File: src/rtl/control_unit.sv
// Multi-cycle LEGv8 control FSM: fetch, decode, execute, memory and
// conditional-branch sequencing with registered datapath strobes.
module control_unit (
   input  logic        clock,
   input  logic        reset,
   input  logic [31:0] IR,
   input  logic [3:0]  status,
   output logic        add_tri_sel,
   output logic [1:0]  data_tri_sel,
   output logic        w_reg,
   output logic        C0,
   output logic        mem_cs,
   output logic        mem_write_en,
   output logic        IR_load,
   output logic        status_load,
   output logic        B_Sel,
   output logic [31:0] k,
   output logic [4:0]  FS,
   output logic [1:0]  size,
   output logic [4:0]  SA,
   output logic [4:0]  SB,
   output logic [4:0]  DA,
   output logic [1:0]  PC_sel,
   output logic        halt
);

   typedef enum logic [2:0] {
      FETCH, DECODE, EXEC, MEM, CBR, HALT
   } state_t;

   typedef enum logic [3:0] {
      C_BAD, C_ADD, C_SUB, C_AND, C_ORR,
      C_ADDI, C_SUBI, C_ANDI, C_ORRI,
      C_LDUR, C_STUR, C_B, C_CBZ, C_CBNZ
   } cls_t;

   typedef struct packed {
      logic        add_tri_sel;
      logic [1:0]  data_tri_sel;
      logic        w_reg;
      logic        c0;
      logic        mem_cs;
      logic        mem_write_en;
      logic        ir_load;
      logic        status_load;
      logic        b_sel;
      logic [31:0] k;
      logic [4:0]  fs;
      logic [4:0]  sa;
      logic [4:0]  sb;
      logic [4:0]  da;
      logic [1:0]  pc_sel;
      logic        halt;
   } ctl_t;

   localparam ctl_t IDLE = '0;
   localparam logic [4:0] FS_AND = 5'b00000;
   localparam logic [4:0] FS_ORR = 5'b01100;
   localparam logic [4:0] FS_ADD = 5'b01000;
   localparam logic [4:0] FS_SUB = 5'b01001;

   state_t state, nxt;
   cls_t   cls, dec_cls, c;
   ctl_t   ctl_q, ctl_d;
   logic   run;
   logic   take;
   logic   unused_flags;

   logic [4:0]  rd, rn, rm;
   logic [31:0] imm_k, dt_k, br_k, cb_k;

   assign rd    = IR[4:0];
   assign rn    = IR[9:5];
   assign rm    = IR[20:16];
   assign imm_k = {20'b0, IR[21:10]};
   assign dt_k  = {{23{IR[20]}}, IR[20:12]};
   assign br_k  = {{4{IR[25]}}, IR[25:0], 2'b00};
   assign cb_k  = {{11{IR[23]}}, IR[23:5], 2'b00};
   assign unused_flags = ^status[3:1];

   always_comb begin
      dec_cls = C_BAD;
      unique case (1'b1)
         IR[31:21] == 11'b10001011000: dec_cls = C_ADD;
         IR[31:21] == 11'b11001011000: dec_cls = C_SUB;
         IR[31:21] == 11'b10001010000: dec_cls = C_AND;
         IR[31:21] == 11'b10101010000: dec_cls = C_ORR;
         IR[31:22] == 10'b1001000100:  dec_cls = C_ADDI;
         IR[31:22] == 10'b1101000100:  dec_cls = C_SUBI;
         IR[31:22] == 10'b1001001000:  dec_cls = C_ANDI;
         IR[31:22] == 10'b1011001000:  dec_cls = C_ORRI;
         IR[31:21] == 11'b11111000010: dec_cls = C_LDUR;
         IR[31:21] == 11'b11111000000: dec_cls = C_STUR;
         IR[31:26] == 6'b000101:       dec_cls = C_B;
         IR[31:24] == 8'b10110100:     dec_cls = C_CBZ;
         IR[31:24] == 8'b10110101:     dec_cls = C_CBNZ;
         default:                      dec_cls = C_BAD;
      endcase
   end

   // Outputs are registered, so they are decoded for the state being entered.
   always_comb begin
      nxt   = state;
      ctl_d = IDLE;
      c     = (state == DECODE) ? dec_cls : cls;
      if (!run) begin
         nxt = FETCH;
      end else begin
         case (state)
            FETCH:   nxt = DECODE;
            DECODE:  nxt = (dec_cls == C_BAD) ? HALT : EXEC;
            EXEC: begin
               if (cls inside {C_LDUR, C_STUR})
                  nxt = MEM;
               else if (cls inside {C_CBZ, C_CBNZ})
                  nxt = CBR;
               else
                  nxt = FETCH;
            end
            MEM:     nxt = FETCH;
            CBR:     nxt = FETCH;
            HALT:    nxt = HALT;
            default: nxt = FETCH;
         endcase
      end

      case (nxt)
         FETCH: begin
            ctl_d.add_tri_sel  = 1'b1;
            ctl_d.mem_cs       = 1'b1;
            ctl_d.data_tri_sel = 2'b11;
            ctl_d.ir_load      = 1'b1;
            ctl_d.pc_sel       = 2'b01;
         end
         EXEC, MEM: begin
            if (c inside {C_ADD, C_SUB, C_AND, C_ORR,
                          C_ADDI, C_SUBI, C_ANDI, C_ORRI}) begin
               ctl_d.sa    = rn;
               ctl_d.sb    = rm;
               ctl_d.da    = rd;
               ctl_d.w_reg = 1'b1;
               if (c inside {C_ADDI, C_SUBI, C_ANDI, C_ORRI}) begin
                  ctl_d.b_sel = 1'b1;
                  ctl_d.k     = imm_k;
               end
               if (c inside {C_ADD, C_ADDI}) ctl_d.fs = FS_ADD;
               if (c inside {C_AND, C_ANDI}) ctl_d.fs = FS_AND;
               if (c inside {C_ORR, C_ORRI}) ctl_d.fs = FS_ORR;
               if (c inside {C_SUB, C_SUBI}) begin
                  ctl_d.fs = FS_SUB;
                  ctl_d.c0 = 1'b1;
               end
            end
            if (c inside {C_LDUR, C_STUR}) begin
               ctl_d.sa     = rn;
               ctl_d.b_sel  = 1'b1;
               ctl_d.k      = dt_k;
               ctl_d.fs     = FS_ADD;
               ctl_d.mem_cs = 1'b1;
               if (c == C_STUR) begin
                  ctl_d.sb           = rd;
                  ctl_d.data_tri_sel = 2'b01;
                  ctl_d.mem_write_en = (nxt == MEM);
               end else if (nxt == MEM) begin
                  ctl_d.data_tri_sel = 2'b11;
                  ctl_d.da           = rd;
                  ctl_d.w_reg        = 1'b1;
               end
            end
            if (c == C_B) begin
               ctl_d.pc_sel = 2'b10;
               ctl_d.k      = br_k;
            end
            if (c inside {C_CBZ, C_CBNZ}) begin
               ctl_d.sa          = 5'd31;
               ctl_d.sb          = rd;
               ctl_d.fs          = FS_ORR;
               ctl_d.status_load = 1'b1;
            end
         end
         HALT:    ctl_d.halt = 1'b1;
         default: ctl_d = IDLE;
      endcase
   end

   always_ff @(posedge clock or negedge reset) begin
      if (!reset) begin
         state <= FETCH;
         cls   <= C_BAD;
         run   <= 1'b0;
         ctl_q <= IDLE;
      end else begin
         run   <= 1'b1;
         state <= nxt;
         ctl_q <= ctl_d;
         if (state == DECODE)
            cls <= dec_cls;
      end
   end

   // Z is latched at the end of EXEC, so the branch decision must follow it live.
   assign take = (state == CBR) &&
                 ((cls == C_CBZ  &&  status[0]) ||
                  (cls == C_CBNZ && !status[0]));

   assign add_tri_sel  = ctl_q.add_tri_sel;
   assign data_tri_sel = ctl_q.data_tri_sel;
   assign w_reg        = ctl_q.w_reg;
   assign C0           = ctl_q.c0;
   assign mem_cs       = ctl_q.mem_cs;
   assign mem_write_en = ctl_q.mem_write_en;
   assign IR_load      = ctl_q.ir_load;
   assign status_load  = ctl_q.status_load;
   assign B_Sel        = ctl_q.b_sel;
   assign k            = take ? cb_k : ctl_q.k;
   assign FS           = ctl_q.fs;
   assign size         = 2'b11;
   assign SA           = ctl_q.sa;
   assign SB           = ctl_q.sb;
   assign DA           = ctl_q.da;
   assign PC_sel       = take ? 2'b10 : ctl_q.pc_sel;
   assign halt         = ctl_q.halt;

endmodule
File: config.mk
export PLATFORM = sky130hd
export DESIGN_NAME = control_unit
export DESIGN_NICKNAME = d
export VERILOG_FILES = /design/src/rtl/control_unit.sv
export SDC_FILE = /design/constraint.sdc
export NUM_CORES = 1
export LEC_CHECK = 0
export BUFFER_PORTS_ARGS = -buffer_cell sky130_fd_sc_hd__buf_2
export CORE_UTILIZATION = 56
export DETAILED_ROUTE_END_ITERATION = 10
export GPL_TIMING_DRIVEN = 1
export PLACE_DENSITY_LB_ADDON = 0.15
export SLEW_MARGIN = 20
export SYNTH_ARGS = -nofsm -noshare
export SYNTH_HDL_FRONTEND = slang
export SYNTH_SLANG_ARGS = --single-unit
File: constraint.sdc
create_clock -name clock -period 4.05 [get_ports clock]
set_clock_uncertainty 0.05 [all_clocks]
set_input_delay 0.81 -clock clock [delete_from_list [all_inputs] [get_ports clock]]
set_output_delay 0.81 -clock clock [all_outputs]
set_load 0.02 [all_outputs]
==> results of run 1 <==
where the power goes:
group,internal [mW],total [mW],switching [mW]
Combinational,0.0686,0.235,0.166
Clock,0.364,0.623,0.259
Sequential,0.672,0.682,0.00910
cell families after synthesis:
logic type,count (synthesis),share of synthesized area (%)
multiplexers,17,5.48
AND/OR/NAND/NOR,122,19.0
buffers and inverters,57,10.3
other,2,0.215
flip-flops,66,47.3
AO/OA/AOI/OAI,78,16.5
XOR/XNOR,5,1.25
routing by layer:
layer  routed length (µm)  vias to the layer above
met1                 3540                     1349
met3                  498                       20
met2                 3850                      124
met5                    0                        -
li1                     -                     1340
met4                  169                        0
per-stage QoR:
stage	area [µm²]	instances	utilization, %	hold WS (ns)
floorplan	3500	350	-	0.406
global placement	3830	483	64.3	0.467
detailed placement	3830	483	64.3	0.464
CTS	4050	499	68.1	0.465
global route	4050	499	68.1	0.503
finish	4050	499	68.1	0.446
synthesized netlist by cell type (all sizes together), types with 2 or more instances:
cell     number
a211oi        6
or3b          4
a32o          5
nand4b        2
a21o         14
conb          2
clkbuf        6
nand4         3
nor3          9
a2111oi       2
dfrtp        66
a21boi        2
and3          2
xor2          2
nand3        13
nand2b        6
clkinv        2
xnor2         3
mux2         17
nand3b        2
o211ai        7
nor2         38
nand4bb       2
o21ai        14
buf          38
a21oi        14
nor2b         3
nor4          5
and2          9
inv          11
nand2        20
a31o          2
a31oi         3
area by class of cell:
cell class | count | area, µm²
Sequential cell | 66 | 1650
Multi-Input combinational cell | 227 | 1490
Fill cell | 490 | 1900
Timing Repair Buffer | 102 | 536
Clock buffer | 10 | 138
Clock inverter | 6 | 88.8
Tap cell | 75 | 93.8
Inverter | 13 | 53.8
worst max-delay path by stage:
| stage | start | to | slack [ns] |
|---|---|---|---|
| after detailed placement | IR[27] | DA[2] | 0.31 |
| after floorplan | IR[24] | ctl_q[35] | 1.04 |
| after global routing | state[0] | k[31] | 0.24 |
| final | state[0] | k[27] | 0.41 |
| after global placement | IR[27] | DA[4] | 0.34 |
| after CTS | state[0] | k[27] | 0.43 |
worst register-to-register path, stage by stage, from the launching register on:
cell      delay (ns)
dfrtp_1         0.42
xnor2_1         0.16
nor3_1          0.07
and3_1          0.18
a31oi_1         0.52
clkinv_1        0.78
o311a_1         0.42
and2_1          0.19
==> summary.md, run 1 <==
| Metric | Value |
|---|---|
| Outcome | `complete, no violations` |
| Largest Register | `ctl_q` |
| Num ports | `105` |
| Final wirelength | `8060 µm` |
| Hold buffers post-CTS | `0` |
| Worst r2r dst | `DA[2]` |
| Clk Latency, worst-skew pair | `0.33 ns` |
| M2 GR Usage | `41.5%` |
| Worst Max-Slew Pin Slew | `0.700 ns` |
| Die area | `6560 µm²` |
| Cell Area, Synth | `3490 µm²` |
| Share of cells above drive strength 1 | `35.6%` |
| Post-detail-place hpwl | `5800 µm` |
| Yosys cell types | `60` |
| Via count | `2833` |
| Cell depth of the worst flop-to-flop path | `7` |
| Slowest stage delay, CP | `0.60 ns` |
| Critical path fanouts, max | `11` |
| Most frequent cells in the layout | `buf_2, dfrtp_1, nor2_1` |
| Post-Synthesis Cells | `347` |
| DRT antenna net count | `0` |
| Nets | `457` |
| Most common cell after layout, fill and taps aside | `buf_2` |
| Grt met1 use | `35.4%` |
| Height of the die | `81.0 µm` |
| Maximum VDD drop | `0.317 mV` |
| #FFs+latches synth | `66` |
| Root buffer cell | `clkbuf_8` |
| Die W | `81.0 µm` |
| Placement Setup Slack | `0.314 ns` |
| Worst rel slew slack | `53.1%` |
| Lkg Pwr | `2.17 nW` |
| Clock slew at reported path FFs | `0.07 ns` |
| Vias in the first global route | `2639` |
| Crit path cell chain | `nand2b_1 > nor3b_1 > nand4b_1 > nor2_1 > a21o_1 > buf_2` |
| Antenna diodes | `0` |
| Drt pass-1 iters | `5` |
| Worst setup EP type | `output pin` |
| Slew Viols, Final | `0` |
| Cell taking the most area after synthesis | `dfrtp_1` |
| Synth Area per Inst | `10.1 µm²` |
| CTS Buf Count | `9` |
| Iter 0 DRT Violations | `235` |
| Area of the core | `5960 µm²` |
| Via density | `5.68` |
| Post_cts resized | `0` |
| CTS Sinks | `66` |
| Met3 GRT Util | `4.38%` |
| First-pass GRT wire length | `12700 µm` |
| Setup TNS | `0 ns` |
| Min cycle time layout | `3.64 ns` |
| Flop2flop setup slack | `1.16 ns` |
| CP max-delay cell | `nor2_1` |
| H-tree Lvls | `3` |
| Total congestion overflow | `0` |
| Startpoint Class | `register` |
| Synth warnings | `0` |
| Global placement routability congestion | `0.840` |
| FP Rows | `28` |
| Peak Freq | `0.274 GHz` |
| Unrepaired setup endpoints after global routing | `false` |
| Crit path max-delay family | `simple AND/OR/NAND/NOR gates` |
| Buffers on Ports | `97` |
| GR Util All Layers | `26.2%` |
| PnR worst setup slack | `0.405 ns` |
| Number of flip-flops in the largest register | `30` |
| Final setup vio count | `0` |
| Longest Clk Path Bufs | `2` |
| Initial Utilization | `58.6%` |
| Worst EP arrival | `2.78 ns` |
| Sequential share of the synthesized area | `47.3%` |
| Tot Pwr | `1.54 mW` |
| Final Hold Fails | `0` |
| EDFF count, synth | `0` |
| Setup bufs post-CTS | `0` |
| Yosys top cell area share | `47.3%` |
| Routed WL per cell | `16.2 µm` |
| Synthesis-to-layout area growth | `16.1%` |
| Power Density | `380 nW/µm²` |
| Hold crit path type | `input port to async pin` |
| Drc violations | `0` |
| WS Path Type | `register to output pin` |
| Initial antenna violation count | `0` |
| Synth Flop Type | `dfrtp_1` |
| FFs w/ async S/R, synth | `100%` |
| Fin crit share | `90.0%` |
| Synth area leaders | `dfrtp_1, buf_4, mux2_2, nor2_1, a21o_1` |
| Crit Reg-Reg Startpoint | `cls[0]` |
| Worst path depth | `6` |
| CTS tree | `yes` |
| Largest net degree at the start of global routing | `37` |
| Max-cap violation count | `0` |
| WP data required | `3.19 ns` |
| Count of buffer and inverter cells on the critical path | `1` |
| Gr busiest metal | `met2` |
Power figures use the tool's default switching activity.
==> run 2, diff against run 1 <==
- MAX_ROUTING_LAYER: unset -> met4
==> summary.md, run 2 (same netlist as run 1, synthesis figures left out) <==
| Metric | Value |
|---|---|
| Slowest stage delay, CP | `0.59 ns` |
| Count of buffer and inverter cells on the critical path | `1` |
| H-tree Lvls | `3` |
| Routed WL per cell | `16.0 µm` |
| WS Path Type | `register to output pin` |
| Longest Clk Path Bufs | `2` |
| Height of the die | `81.0 µm` |
| Worst path depth | `6` |
| Die area | `6560 µm²` |
| Setup TNS | `0 ns` |
| CTS tree | `yes` |
| Synthesis-to-layout area growth | `16.1%` |
| M1 WL | `3510 µm` |
| Largest Register | `ctl_q` |
| Worst Max-Slew Pin Slew | `0.679 ns` |
| Filler instances | `490` |
| Post_cts resized | `0` |
| Largest net degree at the start of global routing | `37` |
| DRT antenna net count | `0` |
| Post-layout util | `68.1%` |
| Pint | `1.11 mW` |
| Tot Pwr | `1.54 mW` |
| Via count | `2841` |
| Num ports | `105` |
| Hold buffers post-CTS | `0` |
| Critical path fanouts, max | `11` |
| Most common cell after layout, fill and taps aside | `buf_2` |
| Total congestion overflow | `0` |
| Share of cells above drive strength 1 | `35.6%` |
| Unrepaired setup endpoints after global routing | `false` |
| Buffers on Ports | `97` |
| Fin crit share | `89.7%` |
| CTS Buf Count | `9` |
| Min cycle time layout | `3.63 ns` |
| Peak Freq | `0.275 GHz` |
| Hold crit path type | `input port to async pin` |
| Root buffer cell | `clkbuf_8` |
| Combinational fraction of design power | `15.2%` |
| Placement Setup Slack | `0.314 ns` |
| Global placement routability congestion | `0.853` |
| Crit path max-delay family | `simple AND/OR/NAND/NOR gates` |
| Most frequent cells in the layout | `buf_2, dfrtp_1, nor2_1` |
| Max-cap violation count | `0` |
| GR Util All Layers | `27.0%` |
| First-pass GRT wire length | `12800 µm` |
| WP data required | `3.19 ns` |
| Flop2flop setup slack | `1.18 ns` |
| FP Rows | `28` |
| PnR worst setup slack | `0.416 ns` |
| Final setup vio count | `0` |
| Startpoint Class | `register` |
| Crit path cell chain | `nand2b_1 > nor3b_1 > nand4b_1 > nor2_1 > a21o_1 > buf_2` |
| Clock share of power | `40.4%` |
| DR WL met3 | `399 µm` |
| Final wirelength | `7980 µm` |
| Cell depth of the worst flop-to-flop path | `8` |
| Lkg Pwr | `2.17 nW` |
| Maximum VDD drop | `0.317 mV` |
| Top Metal Used | `met4` |
| Area of the core | `5960 µm²` |
| Drt pass-1 iters | `4` |
| CTS Sinks | `66` |
| Crit Reg-Reg Startpoint | `state[1]` |
| Initial antenna violation count | `0` |
| Worst rel slew slack | `54.5%` |
| Clk Latency, worst-skew pair | `0.33 ns` |
| Power Density | `379 nW/µm²` |
| Switching share of power | `28.0%` |
| Vias in the first global route | `2630` |
| Antenna diodes | `0` |
| Final Hold Fails | `0` |
| Seq pwr share | `44.4%` |
| Drc violations | `0` |
| Iter 0 DRT Violations | `221` |
| Die W | `81.0 µm` |
| Multi-input logic area | `1490 µm²` |
| Via density | `5.69` |
| Worst r2r dst | `ctl_q[29]` |
| Setup bufs post-CTS | `0` |
| Net load switching power | `430 µW` |
| Worst setup EP type | `output pin` |
| Worst EP arrival | `2.77 ns` |
| Post-detail-place hpwl | `5800 µm` |
| Clock slew at reported path FFs | `0.07 ns` |
| Nets | `457` |
| Initial Utilization | `58.6%` |
| Slew Viols, Final | `0` |
| CP max-delay cell | `nor2_1` |
| Sequential cell area | `1650 µm²` |
| Number of flip-flops in the largest register | `30` |
| Metal2 WL | `3910 µm` |
| Outcome | `complete, no violations` |
==> run 2: area by class of cell <==
class / instances / share of cell area, %
clock buffer: 10 / 3.40
clock inverter: 6 / 2.19
inverter: 13 / 1.33
multi-input combinational: 227 / 36.8
sequential: 66 / 40.7
tap: 75 / 2.31
timing repair buffer: 102 / 13.2
==> run 2: metrics by stage <==
step / hold WS (ns) / std cells / area, µm²
detailed placement: 0.464 / 483 / 3830
finish: 0.450 / 499 / 4050
global placement: 0.467 / 483 / 3830
global route: 0.503 / 499 / 4050
CTS: 0.465 / 499 / 4050
floorplan: 0.406 / 350 / 3500
==> run 2: power by group through the flow <==
stage / Sequential [mW] / Clock (mW) / Combinational, mW
after global placement: 0.694 / 0 / 0.227
after detailed placement: 0.694 / 0 / 0.231
final: 0.682 / 0.621 / 0.233
after global routing: 0.683 / 0.661 / 0.257
after floorplan: 0.695 / 0 / 0.160
after CTS: 0.682 / 0.630 / 0.232
==> run 2: per-layer routing <==
metal / vias to the layer above / global-route usage [%]
met5: - / -
li1: 1345 / -
met2: 105 / 41.5
met3: 15 / 4.04
met4: 0 / 11.4
met1: 1376 / 35.7
==> run 2: how the worst max path moves through the flow <==
stage / startpoint / endpoint / slack, ns
final: state[0] / k[27] / 0.42
after global routing: state[0] / k[31] / 0.24
after CTS: state[0] / k[27] / 0.43
after detailed placement: IR[27] / DA[2] / 0.31
after global placement: IR[27] / DA[4] / 0.34
after floorplan: IR[24] / ctl_q[35] / 1.04
==> run 3, diff against run 2 <==
- GPL_TIMING_DRIVEN: 1 -> 0
==> summary.md, run 3 (same netlist as run 1, synthesis figures left out) <==
| Metric | Value |
|---|---|
| Outcome | `complete, no violations` |
| Worst rel slew slack | `47.3%` |
| Post-detail-place hpwl | `6020 µm` |
| Maximum VDD drop | `0.284 mV` |
| Height of the die | `81.0 µm` |
| Iter 0 DRT Violations | `228` |
| Most frequent cells in the layout | `buf_2, dfrtp_1, nor2_1` |
| DRT antenna net count | `0` |
| WP data required | `3.19 ns` |
| Share of cells above drive strength 1 | `39.4%` |
| Critical path startpoint | `state[0]` |
| Buffers on Ports | `96` |
| First-pass GRT wire length | `13700 µm` |
| Antenna diodes | `0` |
| Vias in the first global route | `2874` |
| Via density | `5.58` |
| Crit path to | `k[30]` |
| Final Hold Fails | `0` |
| Pint | `1.14 mW` |
| Global placement routability congestion | `0.905` |
| Worst r2r dst | `ctl_q[29]` |
| Switching share of power | `28.1%` |
| Final setup vio count | `0` |
| Most common cell after layout, fill and taps aside | `buf_2` |
| Hold crit path type | `input port to async pin` |
| Post_cts resized | `0` |
| FP Rows | `28` |
| Via count | `2998` |
| Seq pwr share | `43.1%` |
| H-tree Lvls | `3` |
| CTS Buf Count | `9` |
| Root buffer cell | `clkbuf_8` |
| Critical path fanouts, max | `8` |
| Slew Viols, Final | `0` |
| Layout Cells excl Fill | `537` |
| Worst setup EP type | `output pin` |
| Setup bufs post-CTS | `0` |
| Hold_ws | `0.484 ns` |
| Filler instances | `492` |
| Min cycle time layout | `3.46 ns` |
| Final wirelength | `8430 µm` |
| Largest Register | `ctl_q` |
| Longest Clk Path Bufs | `2` |
| Peak Freq | `0.289 GHz` |
| Area of the core | `5960 µm²` |
| Routed WL per cell | `15.7 µm` |
| Clk Latency, worst-skew pair | `0.34 ns` |
| Largest net degree at the start of global routing | `67` |
| WS Path Type | `register to output pin` |
| GR Util All Layers | `29.0%` |
| Initial antenna violation count | `0` |
| CTS Sinks | `66` |
| Hold buffers post-CTS | `0` |
| Drc violations | `0` |
| Clock share of power | `41.0%` |
| Nets | `495` |
| Initial Utilization | `58.6%` |
| Synthesis-to-layout area growth | `23.6%` |
| Tot Pwr | `1.58 mW` |
| Num ports | `105` |
| Lkg Pwr | `2.35 nW` |
| Total congestion overflow | `0` |
| Drt pass-1 iters | `5` |
| Power Density | `366 nW/µm²` |
| Cell depth of the worst flop-to-flop path | `7` |
| Fin crit share | `85.5%` |
| Die W | `81.0 µm` |
| Clock slew at reported path FFs | `0.07 ns` |
| Worst EP arrival | `2.60 ns` |
| Flop2flop setup slack | `1.21 ns` |
| Combinational fraction of design power | `15.9%` |
| Number of flip-flops in the largest register | `30` |
| Worst Max-Slew Pin Slew | `0.791 ns` |
| CTS tree | `yes` |
| Max-cap violation count | `0` |
| Net load switching power | `445 µW` |
| Crit Reg-Reg Startpoint | `state[1]` |
| Setup TNS | `0 ns` |
| Placed Cells incl. Taps | `521` |
| Die area | `6560 µm²` |
| Startpoint Class | `register` |
| Unrepaired setup endpoints after global routing | `false` |
==> run 3: how the worst min path moves through the flow <==
stage	endpoint	depth (start not counted)
after floorplan	state[0]	1
after global placement	state[0]	1
after detailed placement	state[0]	1
after CTS	state[0]	1
after global routing	state[0]	1
final	state[2]	1
==> run 3: power groups by stage <==
stage          clock network [mW]  registers, mW  logic [mW]
2_1_floorplan                   0          0.695       0.160
6_report                    0.649          0.682       0.251
3_5_place_dp                    0          0.695       0.247
5_1_grt                     0.690          0.683       0.276
4_1_cts                     0.658          0.682       0.248
3_3_place_gp                    0          0.694       0.242
==> run 3: layout make-up <==
| cell class | instances | area [µm²] | area share (%) |
|---|---|---|---|
| inverters | 13 | 53.8 | 1.25 |
| clock buffers | 11 | 151 | 3.51 |
| plain buffers | 44 | 305 | 7.07 |
| multi-input cells | 227 | 1490 | 34.6 |
| well taps | 75 | 93.8 | 2.17 |
| flip-flops and latches | 66 | 1650 | 38.3 |
| repair buffers | 96 | 483 | 11.2 |
| clock inverters | 5 | 85.1 | 1.97 |
==> run 3: per-stage QoR <==
step                setup WS (ns)  utilization [%]  cell area [µm²]
floorplan                    1.04                -             3500
global placement            0.641             68.5             4080
detailed placement          0.587             68.5             4080
CTS                         0.573             72.5             4320
global route                0.421             72.5             4320
finish                      0.587             72.5             4320
==> run 3: layer usage <==
| layer | wire length [µm] | share of wire (%) | global-route usage, % |
|---|---|---|---|
| met1 | 3600 | 43 | 37.9 |
| met2 | 4120 | 49 | 43.9 |
| met3 | 570 | 6.8 | 6.97 |
| met4 | 140 | 1.7 | 10.2 |
| met5 | 0 | 0 | - |
==> run 3: critical path, cell delays in order (launching register included) <==
cell and delay (ns):
dfrtp_1 0.40, nand2b_1 0.17, nor3b_1 0.36, nand4b_1 0.34, nor2_1 0.50, a21o_1 0.21, buf_4 0.12, buf_2 0.15
